File: src/rtl/alu_op_encoder.sv
// Encodes semantic ALU requests into {ALUOp, opType} fields and buffers them
// in a DEPTH-entry FIFO; illegal requests are consumed, flagged and counted.
module alu_op_encoder #(
  parameter int DEPTH = 4,
  parameter int CNT_W = 8
) (
  input  logic                     Clk,
  input  logic                     Reset,
  input  logic                     req_valid,
  output logic                     req_ready,
  input  logic [3:0]               req_op,
  output logic                     out_valid,
  input  logic                     out_ready,
  output logic [2:0]               ALUOp,
  output logic [1:0]               opType,
  output logic                     illegal,
  output logic [CNT_W-1:0]         illegal_cnt,
  output logic [$clog2(DEPTH):0]   count
);

  localparam int PW = $clog2(DEPTH);
  localparam logic [PW:0] FULL = DEPTH[PW:0];

  logic [4:0]       mem_q [DEPTH];
  logic [PW-1:0]    wr_ptr_q, wr_ptr_d;
  logic [PW-1:0]    rd_ptr_q, rd_ptr_d;
  logic [PW:0]      count_q, count_d;
  logic             illegal_q, illegal_d;
  logic [CNT_W-1:0] illegal_cnt_q, illegal_cnt_d;

  logic       enc_legal;
  logic [4:0] enc_field;
  logic       accept, push, pop;

  always_comb begin
    enc_legal = 1'b1;
    enc_field = '0;
    case (req_op)
      4'd0:    enc_field = 5'b000_00;
      4'd1:    enc_field = 5'b000_01;
      4'd2:    enc_field = 5'b000_10;
      4'd3:    enc_field = 5'b000_11;
      4'd4:    enc_field = 5'b001_00;
      4'd5:    enc_field = 5'b010_00;
      4'd6:    enc_field = 5'b011_00;
      4'd7:    enc_field = 5'b100_00;
      4'd8:    enc_field = 5'b101_00;
      4'd9:    enc_field = 5'b110_00;
      4'd10:   enc_field = 5'b111_00;
      4'd11:   enc_field = 5'b111_01;
      4'd12:   enc_field = 5'b111_10;
      default: enc_legal = 1'b0;
    endcase
  end

  // Ready depends on occupancy alone, so a pop never opens a slot in the same cycle.
  assign req_ready = (count_q != FULL);
  assign out_valid = (count_q != '0);
  assign accept    = req_valid && req_ready;
  assign push      = accept && enc_legal;
  assign pop       = out_valid && out_ready;

  always_comb begin
    wr_ptr_d      = wr_ptr_q;
    rd_ptr_d      = rd_ptr_q;
    count_d       = count_q;
    illegal_d     = accept && !enc_legal;
    illegal_cnt_d = illegal_cnt_q;
    if (push) wr_ptr_d = wr_ptr_q + 1'b1;
    if (pop)  rd_ptr_d = rd_ptr_q + 1'b1;
    case ({push, pop})
      2'b10:   count_d = count_q + 1'b1;
      2'b01:   count_d = count_q - 1'b1;
      default: count_d = count_q;
    endcase
    if (accept && !enc_legal && (illegal_cnt_q != '1))
      illegal_cnt_d = illegal_cnt_q + 1'b1;
  end

  always_ff @(posedge Clk or negedge Reset) begin
    if (!Reset) begin
      wr_ptr_q      <= '0;
      rd_ptr_q      <= '0;
      count_q       <= '0;
      illegal_q     <= 1'b0;
      illegal_cnt_q <= '0;
    end else begin
      wr_ptr_q      <= wr_ptr_d;
      rd_ptr_q      <= rd_ptr_d;
      count_q       <= count_d;
      illegal_q     <= illegal_d;
      illegal_cnt_q <= illegal_cnt_d;
    end
  end

  always_ff @(posedge Clk) begin
    if (push) mem_q[wr_ptr_q] <= enc_field;
  end

  assign ALUOp       = out_valid ? mem_q[rd_ptr_q][4:2] : '0;
  assign opType      = out_valid ? mem_q[rd_ptr_q][1:0] : '0;
  assign illegal     = illegal_q;
  assign illegal_cnt = illegal_cnt_q;
  assign count       = count_q;

endmodule

File: config.mk
export PLATFORM = sky130hd
export DESIGN_NAME = alu_op_encoder
export DESIGN_NICKNAME = d
export VERILOG_FILES = /design/src/rtl/alu_op_encoder.sv
export SDC_FILE = /design/constraint.sdc
export NUM_CORES = 1
export LEC_CHECK = 0
export CORE_UTILIZATION = 40
export CTS_BUF_LIST = sky130_fd_sc_hd__clkbuf_16
export DETAILED_ROUTE_END_ITERATION = 6
export GPL_ROUTABILITY_DRIVEN = 1
export SYNTH_ARGS = -nofsm -noshare
export SYNTH_HDL_FRONTEND = slang
export SYNTH_SLANG_ARGS = --single-unit
File: constraint.sdc
create_clock -name Clk -period 6.25 [get_ports Clk]
set_input_delay 1.25 -clock Clk [delete_from_list [all_inputs] [get_ports Clk]]
set_output_delay 1.25 -clock Clk [all_outputs]
set_load 0.05 [all_outputs]
=== Word level (Yosys, flattened, before mapping) ===
Memory sizes are Yosys's and may differ from the RTL's.
Cells that the tools add are included.
W data, S select, Z words.

* $add $sub $neg: 5
* Muxes and demuxes: 7
* Equality and inequality tests: 16
* Reduce and logical (&&, ||, !) cells: 10

{| class="wikitable"
|+ Operators by type and width
! kind !! number
|-
| $pmux W5 S12 || 1
|-
| $eq A4 B4 Y1 const B || 5
|-
| $eq A4 B3 Y1 const B || 4
|-
| $reduce_or A13 Y1 || 1
|-
| $add A8 B1 Y8 const B || 1
|-
| $eq A4 B2 Y1 const B || 2
|-
| $ne A8 B8 Y1 const B || 1
|-
| $pmux W3 S2 || 1
|-
| $logic_and A1 B1 Y1 || 5
|-
| $add A2 B1 Y2 const B || 2
|-
| $eq A4 B1 Y1 const B || 1
|-
| $logic_not A4 Y1 || 1
|-
| $add A3 B1 Y3 const B || 1
|-
| $mux W1 || 3
|-
| $mux W3 || 1
|-
| $ne A3 B3 Y1 const B || 1
|-
| $reduce_bool A3 Y1 || 1
|-
| $sub A3 B1 Y3 const B || 1
|-
| $eq A2 B1 Y1 const B || 1
|-
| $eq A2 B2 Y1 const B || 1
|-
| $mux W2 || 1
|-
| $reduce_bool A2 Y1 || 1
|-
| $logic_not A1 Y1 || 1
|}

* Input port bits: 8
* Word-level logic and storage cells: 44
* Output and inout bits: 19
* Flip-flop bits (word level): 16
* Memories: 1
* Memory bits (writable): 20

{| class="wikitable"
|+ Memory list
! name !! depth !! width !! rd ports !! clocked after memory_dff !! wr ports !! RTL line !! text
|-
| mem_q || 4 || 5 || 1 || 0 || 1 || 24 || <nowiki>logic [4:0] mem_q [DEPTH];</nowiki>
|}

=== Logic depth before layout (Yosys ltp) ===
Gate-level depths: netlist of run 1.

* Depth in word-level cells: 6
* Mapped depth: 10
* Mapped depth without buffers: 10

=== Least setup slack after synthesis of run 1 ===
OpenSTA, ideal clock, no wires.

* Kind: reg2out
* Start: register count_q[0], in the netlist count[0]
* End: output ALUOp[0]
* Buffers on the path: 1
* Cell stages (with the launch flop): 4
* Setup slack: 3107 ps
* Data arrival time: 1893 ps
* Path through: dfrtp_1 or3_1 clkbuf_1 and2_1

* Longest elaborated chain between the ends: 2

{| class="wikitable"
|+ RTL lines
! element !! RTL line !! text
|-
| start, declared || 27 || <nowiki>logic [PW:0] count_q, count_d;</nowiki>
|-
| start signal, assigned || 90 || <nowiki>count_q <= count_d;</nowiki>
|-
| $reduce_bool A3 Y1 || 58 || <nowiki>assign out_valid = (count_q != '0);</nowiki>
|-
| via out_valid || 12 || <nowiki>output logic out_valid,</nowiki>
|-
| $mux W3 || 100 || <nowiki>assign ALUOp = out_valid ? mem_q[rd_ptr_q][4:2] : '0;</nowiki>
|-
| end, declared || 14 || <nowiki>output logic [2:0] ALUOp,</nowiki>
|}

The timed path passes the listed nets, and every way through them passes these cells.

=== Worst setup path after layout of run 1 ===
* Start: register rd_ptr_q[0]
* End: output opType[1]

* Longest elaborated chain between the ends: 2

{| class="wikitable"
|+ RTL lines
! element !! RTL line !! text
|-
| start, declared || 26 || <nowiki>logic [PW-1:0] rd_ptr_q, rd_ptr_d;</nowiki>
|-
| start signal, assigned || 89 || <nowiki>rd_ptr_q <= rd_ptr_d;</nowiki>
|-
| $mem_v2 Z4 W5 || n/a ||
|-
| $mux W2 || 101 || <nowiki>assign opType = out_valid ? mem_q[rd_ptr_q][1:0] : '0;</nowiki>
|-
| end, declared || 15 || <nowiki>output logic [1:0] opType,</nowiki>
|}

Every way passes these cells.

==> results.yml, run 1 <==
status:
  run_status: "finished, final reports clean"
clocking:
  clkTransAtPathRegs_ns: 0.05
  h-tree-depth: 2
  cts_hold_buf: 0
  tritoncts.num_buffers: 5
  tritoncts_num_sinks: 36
  cts.root.buffer_cell: "sky130_fd_sc_hd__clkbuf_16"
  cts_setup_buffers: 0
  cts_resized: 0
  clock_insertion_delay_worst_skew_ns: 0.27
  clock_tree.buffer_depth: 2
  clock_tree_from_tritoncts: "yes"
logic_synthesis:
  synth_area_um2: 1740
  postSynthCellCount: 131
  synth-edff-count: 20
  yosys_register_bits: 36
  yosys.area.top_type: "sky130_fd_sc_hd__edfxtp_1"
  synthesis.nets: 146
  synth_top_cell_area_share_pct: 34.5
  synth_sequential_area_ratio_pct: 57.5
  synth.avg_cell_area_um2: 13.3
  synth.lib_cells_used.distinct: 36
  synth-async-reset-ratio_pct: 44.4
  synth.top_cells.by_count: "20 x sky130_fd_sc_hd__edfxtp_1, 16 x sky130_fd_sc_hd__dfrtp_1, 11 x sky130_fd_sc_hd__nand2_1, 10 x sky130_fd_sc_hd__and2_1, 9 x sky130_fd_sc_hd__inv_1"
  synth_area_leaders: "sky130_fd_sc_hd__edfxtp_1 35%, sky130_fd_sc_hd__dfrtp_1 23%, sky130_fd_sc_hd__mux4_2 6.5%"
  most_frequent_cell_after_synthesis: "sky130_fd_sc_hd__edfxtp_1"
  synthFlopType: "sky130_fd_sc_hd__edfxtp_1"
  yosys_warnings: 0
floorplanning:
  placement_rows: 23
  design.die.area_um2: 4620
  io_pins: 27
  die_h_um: 68.0
  start_util_pct: 42.6
  die-width_um: 68.0
  core_area_um2: 4090
critical_path:
  cell_depth_of_the_worst_flop_to_flop_path: 10
  cp-end-kind: "primary output"
  startpoint_type: "flop"
  arrival_ns: 2.29
  critical_path_start_end_classification: "flop to primary output"
  critical_path_peak_fanout: 7
  reg2reg_from: "count[0]"
  critical_path.reg2reg.endpoint: "count[2]"
  timing.critical_path.required_ns: 5.00
  worst-r2r-setup-slack_ns: 4.01
worst_hold_path:
  timing.hold.worst.class: "flop to flop"
  worst_hold_startpoint: "illegal_cnt[0]"
  worstHoldEndpoint: "illegal_cnt[0]"
  timing.hold.worst_path_depth: 1
place:
  placement.io_buffers: 26
  dp.cells: 201
  placed_inst_area_um2: 2020
  gp_routability_congestion: 0.803
  dpl.hpwl_um: 2270
global_route:
  number_of_antenna_violations_at_the_first_check_in_global_routing: 0
  first_pass_grt_wire_length_um: 4960
  grt_use_total_pct: 15.7
  grt_start_max_net_pins: 17
  grt.overflow.total: 0
  number_of_global_route_vias_before_repair: 1019
cells_and_area:
  antenna-diode-count: 0
  nNetsFinal: 173
  syn_to_final_growth_pct: 24.2
  post_route_cells_drive_above_1_share_pct: 10.1
  finalNonFillerCells: 209
  postLayoutCoreUtil_pct: 52.9
  layout.cell_area.non_filler_um2: 2160
routing:
  route.final.wire_length_um: 3110
  detail_route.first_pass.iterations: 4
  postRouteAntennaNets: 0
  vias_per_cell: 5.14
  drt-wirelength-per-cell_um: 14.9
  drc_viols: 0
  drtIter0Drc: 30
  detailroute.via_count: 1074
timing:
  tightest_slew_ns: 0.716
  worst_slew_margin_rel_pct: 52.2
  post_route_clock_skew_ns: 0.00533
  finalHoldViolations: 0
  fmax_mhz: 283
  final_setup_violation_count: 0
  grt_setup_unrepaired: "no"
  slew_viol_final: 0
  min_period_over_period_pct: 56.6
  post-route-min-period_ns: 3.54
  fin_setup_tns_ns: 0
power:
  max_ir_drop_vdd_mv: 0.351
  share_seq_of_total_power_pct: 34.2
  post_layout_total_power_mw: 1.10
  power.leakage_nw: 0.874
  power_report.internal_total_uw: 654
  switching_pwr_uw: 447
  powerDensity_nw_per_um2: 510
  pwr-share-comb_pct: 45.3
  clockPowerShare_pct: 20.5
  power_switching_share_pct: 40.6
run:
  drv_cap: 0
cells in the final DEF, fill, tap and decap left out:
| cell type | synthesis | layout |
|---|---|---|
| sky130_fd_sc_hd__a211oi_1 | 1 | 1 |
| sky130_fd_sc_hd__a21o_1 | 1 | 1 |
| sky130_fd_sc_hd__a21oi_1 | 2 | 2 |
| sky130_fd_sc_hd__a21oi_4 | 1 | 1 |
| sky130_fd_sc_hd__a31oi_1 | 2 | 2 |
| sky130_fd_sc_hd__and2_1 | 10 | 10 |
| sky130_fd_sc_hd__and2_4 | 1 | 1 |
| sky130_fd_sc_hd__clkbuf_16 | 0 | 5 |
| sky130_fd_sc_hd__clkdlybuf4s50_1 | 0 | 26 |
| sky130_fd_sc_hd__clkinv_1 | 0 | 1 |
| sky130_fd_sc_hd__dfrtp_1 | 16 | 16 |
| sky130_fd_sc_hd__edfxtp_1 | 20 | 20 |
| sky130_fd_sc_hd__fa_1 | 1 | 1 |
| sky130_fd_sc_hd__ha_1 | 6 | 6 |
| sky130_fd_sc_hd__inv_1 | 9 | 11 |
| sky130_fd_sc_hd__mux2_1 | 2 | 2 |
| sky130_fd_sc_hd__mux2i_1 | 1 | 1 |
| sky130_fd_sc_hd__mux4_2 | 5 | 5 |
| sky130_fd_sc_hd__nand2_1 | 11 | 11 |
| sky130_fd_sc_hd__nand2b_1 | 2 | 2 |
| sky130_fd_sc_hd__nand3_1 | 4 | 4 |
| sky130_fd_sc_hd__nand4_1 | 1 | 1 |
| sky130_fd_sc_hd__nand4_4 | 1 | 1 |
| sky130_fd_sc_hd__nor2_1 | 4 | 4 |
| sky130_fd_sc_hd__nor2b_1 | 1 | 1 |
| sky130_fd_sc_hd__nor3_1 | 1 | 1 |
| sky130_fd_sc_hd__nor4_1 | 2 | 2 |
| sky130_fd_sc_hd__nor4b_2 | 1 | 1 |
| sky130_fd_sc_hd__o21ai_0 | 4 | 4 |
| sky130_fd_sc_hd__o22ai_1 | 1 | 1 |
| sky130_fd_sc_hd__or2_2 | 1 | 1 |
| sky130_fd_sc_hd__or3_1 | 1 | 1 |
| sky130_fd_sc_hd__or3b_4 | 1 | 1 |
| sky130_fd_sc_hd__xnor2_1 | 3 | 3 |
| sky130_fd_sc_hd__xor2_1 | 8 | 8 |
cells by family after synthesis:
group,Yosys count,synth area share [%]
DFF,36,57.5
muxes,8,8.34
and+or+nand+nor,42,14.4
buffers and inverters,15,4.17
AOI/OAI and AO/OA,12,4.60
xor gates and xnor gates,11,5.54
adders and majority gates,7,5.46
critical path, stage by stage, from the launching register on:
cell                              delay (ns)
sky130_fd_sc_hd__dfrtp_1                0.59
sky130_fd_sc_hd__mux4_2                 0.57
sky130_fd_sc_hd__and2_1                 0.17
sky130_fd_sc_hd__clkdlybuf4s50_1        0.69
routing by layer:
layer	GRT usage (%)	share of wire, %	vias to the layer above
met1	21.1	48	513
met2	22.8	43	39
met4	7.81	2.4	0
met5	0	0	-
li1	-	-	512
met3	5.00	6.2	10
layout make-up:
type | instances | area [um^2]
Clock inverter | 3 | 11.3
Tap cell | 50 | 62.6
Fill cell | 355 | 1930
Multi-Input combinational cell | 80 | 667
Sequential cell | 36 | 1000
Inverter | 9 | 33.8
Clock buffer | 5 | 125
Timing Repair Buffer | 26 | 260
state kept, by name (all words and copies together) (netlist names):
name / flops
illegal: 1
mem_q: 20
illegal_cnt: 8
rd_ptr_q: 2
wr_ptr_q: 2
count: 3
power groups by stage:
stage	Sequential (mW)	Clock, mW	Combinational, mW
2_1_floorplan	0.432	0	0.301
3_3_place_gp	0.377	0	0.493
3_5_place_dp	0.381	0	0.504
4_1_cts	0.378	0.233	0.505
5_1_grt	0.388	0.239	0.538
6_report	0.377	0.226	0.499
per-stage QoR:
stage                     setup WS (ns)  hold WS (ns)
after CTS                          2.67         0.528
after global placement             2.94         0.509
after floorplan                    3.11         0.512
after detailed placement           2.84         0.515
after global routing               2.61         0.547
final                              2.71         0.525
worst max path at each step:
stage / end / cells after the start / slack (ns) / start
after global routing: opType[1] / 3 / 2.61 / rd_ptr_q[0]
after detailed placement: count[2] / 10 / 2.84 / req_op[2]
final: opType[1] / 3 / 2.71 / rd_ptr_q[0]
after floorplan: ALUOp[0] / 3 / 3.11 / count[0]
after CTS: opType[1] / 3 / 2.67 / rd_ptr_q[0]
after global placement: count[2] / 10 / 2.94 / req_op[0]
(Power assumes the default switching activity.)
==> run 2: changes to the inputs <==
==> constraint.sdc (replaced) <==
create_clock -name Clk -period 3.07 [get_ports Clk]
set_input_delay 0.614 -clock Clk [delete_from_list [all_inputs] [get_ports Clk]]
set_output_delay 0.614 -clock Clk [all_outputs]
set_load 0.05 [all_outputs]
==> results of run 2 <==
Same layout as run 1 (identical final DEF). Status: finished, final reports clean.
Among the figures that moved: setup slack after placement 2.84 ns -> 0.301 ns; setup slack after layout 2.71 ns -> 0.169 ns; register-to-register setup slack 4.01 ns -> 0.83 ns; total power 1.10 mW -> 2.24 mW; worst IR drop on VDD 0.351 mV -> 0.715 mV
==> run 3: changes to the inputs <==
--- a/config.mk
+++ b/config.mk
@@ -5,6 +5,7 @@
 export SDC_FILE = /design/constraint.sdc
 export NUM_CORES = 1
 export LEC_CHECK = 0
+export CORE_MARGIN = 2
 export CORE_UTILIZATION = 40
 export CTS_BUF_LIST = sky130_fd_sc_hd__clkbuf_16
 export DETAILED_ROUTE_END_ITERATION = 6
==> run 3 against run 2 <==
Against the previous run: non-clock buffer count unchanged; count of clock-buffer cells in the layout unchanged; register-to-register slack about the same; hold slack got worse by 0.0014 ns; routed wire length increased by 0.39%; final cell count unchanged; cell area about the same; first-iteration DRC count increased by 6.7%; largest power group unchanged.
==> results.yml, run 3 (synthesis gave the netlist of run 1 again) <==
routing:
  drt-wirelength-per-cell_um: 14.9
  postRouteAntennaNets: 0
  detailroute.via_count: 1039
  drc_viols: 0
  detail_route.first_pass.iterations: 4
  drtIter0Drc: 32
  route.final.wire_length_um: 3120
  vias_per_cell: 4.97
cells_and_area:
  fillCellCount: 356
  most_flop_heavy_register: "mem_q"
  syn_to_final_growth_pct: 24.2
  largest_register_ffs: 20
  layout.cells.most_common: "sky130_fd_sc_hd__clkdlybuf4s50_1"
  finalNonFillerCells: 209
  mostFrequentLayoutCells: "26 x sky130_fd_sc_hd__clkdlybuf4s50_1, 20 x sky130_fd_sc_hd__edfxtp_1, 16 x sky130_fd_sc_hd__dfrtp_1"
  nNetsFinal: 173
  layout.cell_area.non_filler_um2: 2160
  postLayoutCoreUtil_pct: 52.9
  post_route_cells_drive_above_1_share_pct: 10.7
  antenna-diode-count: 0
timing:
  fmax_mhz: 347
  finalHoldViolations: 0
  tightest_slew_ns: 0.725
  min_period_over_period_pct: 94.0
  fin_setup_tns_ns: 0
  final_setup_violation_count: 0
  worst_slew_margin_rel_pct: 51.5
  post_route_clock_skew_ns: 0.00433
  post-route-min-period_ns: 2.89
  grt_setup_unrepaired: "no"
  worst_case_setup_margin_in_the_final_layout_ns: 0.185
  slew_viol_final: 0
critical_path:
  startpoint_type: "flop"
  cp-startpoint: "rd_ptr_q[0]"
  critical_path.reg2reg.endpoint: "count[2]"
  reg2reg_from: "count[0]"
  critical_path_start_end_classification: "flop to primary output"
  critical-path-max-stage-delay_ns: 0.69
  timing.critical_path.required_ns: 2.46
  path_buf_inv: 1
  path_delay_family: "buffers and inverters"
  critical_path_peak_fanout: 7
  cp-end-kind: "primary output"
  arrival_ns: 2.27
  stages_on_worst_setup_path: 3
  critical_path.slowest_cell: "sky130_fd_sc_hd__clkdlybuf4s50_1"
  worst-r2r-setup-slack_ns: 0.82
  crit_path_capture: "opType[1]"
  cp_cell_sequence: "mux4_2 -> and2_1 -> clkdlybuf4s50_1"
  cell_depth_of_the_worst_flop_to_flop_path: 10
global_route:
  first_pass_grt_wire_length_um: 5460
  grt.overflow.total: 0
  number_of_antenna_violations_at_the_first_check_in_global_routing: 0
  grt_use_total_pct: 14.7
  grt_start_max_net_pins: 17
  number_of_global_route_vias_before_repair: 1086
clocking:
  clock_tree.buffer_depth: 2
  clock_insertion_delay_worst_skew_ns: 0.28
  tritoncts_num_sinks: 36
  cts_resized: 0
  cts_hold_buf: 0
  h-tree-depth: 2
  clock_tree_from_tritoncts: "yes"
  cts.root.buffer_cell: "sky130_fd_sc_hd__clkbuf_16"
  clkTransAtPathRegs_ns: 0.05
  cts_setup_buffers: 0
  tritoncts.num_buffers: 5
place:
  dpl.hpwl_um: 2280
  dp.cells: 201
  placed_inst_area_um2: 2020
  gp_routability_congestion: 0.840
  placement.io_buffers: 26
  dp_slack_ns: 0.312
power:
  power.leakage_nw: 0.877
  max_ir_drop_vdd_mv: 0.875
  powerDensity_nw_per_um2: 1040
status:
  run_status: "finished, final reports clean"
floorplanning:
  die-width_um: 70.0
  placement_rows: 23
  design.die.area_um2: 4890
  start_util_pct: 42.6
  io_pins: 27
  core_area_um2: 4090
  die_h_um: 70.0
worst_hold_path:
  timing.hold.worst.class: "flop to flop"
  worst_hold_startpoint: "illegal_cnt[0]"
run:
  drv_cap: 0
-- run 3: cell counts in the layout (fill, tap and decap cells not counted) --
Identical to the previous run, type by type.
-- run 3: final cells by class --
| type | instances | area (um^2) | area share, % |
|---|---|---|---|
| sequential | 36 | 1000 | 46.3 |
| multi-input combinational | 80 | 667 | 30.8 |
| timing repair buffer | 26 | 260 | 12.0 |
| clock buffer | 5 | 125 | 5.79 |
| tap | 50 | 62.6 | 2.89 |
| inverter | 9 | 33.8 | 1.56 |
| clock inverter | 3 | 12.5 | 0.579 |
-- run 3: through the flow --
step | power, mW | hold slack, ns
floorplan | 1.49 | 0.318
global route | 2.39 | 0.554
CTS | 2.28 | 0.525
finish | 2.25 | 0.523
global placement | 1.77 | 0.509
detailed placement | 1.81 | 0.517
-- run 3: worst min-delay path by stage --
stage                                 to  slack, ns  depth (start not counted)
after global routing      illegal_cnt[7]       0.55                          1
after global placement    illegal_cnt[0]       0.51                          1
final                     illegal_cnt[0]       0.52                          1
after floorplan                 count[0]       0.32                          0
after detailed placement  illegal_cnt[0]       0.52                          1
after CTS                 illegal_cnt[5]       0.53                          1
-- run 3: routing by layer --
| metal | track usage, % | share of wire [%] |
|---|---|---|
| met3 | 4.47 | 4.8 |
| met2 | 21.7 | 46 |
| met1 | 20.1 | 47 |
| met4 | 6.62 | 1.8 |
| met5 | 0 | 0 |
-- run 3: power breakdown --
group          internal [mW]  total [mW]  switching (mW)
combinational          0.401        1.02           0.620
sequential             0.642       0.765           0.123
clock                  0.292       0.465           0.172
total                   1.34        2.25           0.916
-- run 3: worst reg2reg max path, stage by stage (launching register included) --
cell	delay, ns
sky130_fd_sc_hd__dfrtp_1	0.43
sky130_fd_sc_hd__or3b_4	0.45
sky130_fd_sc_hd__nand2_1	0.12
sky130_fd_sc_hd__a21oi_4	0.06
sky130_fd_sc_hd__inv_1	0.07
sky130_fd_sc_hd__ha_1	0.18
sky130_fd_sc_hd__inv_1	0.07
sky130_fd_sc_hd__fa_1	0.39
sky130_fd_sc_hd__xor2_1	0.15
sky130_fd_sc_hd__nor2_1	0.11
sky130_fd_sc_hd__xor2_1	0.14
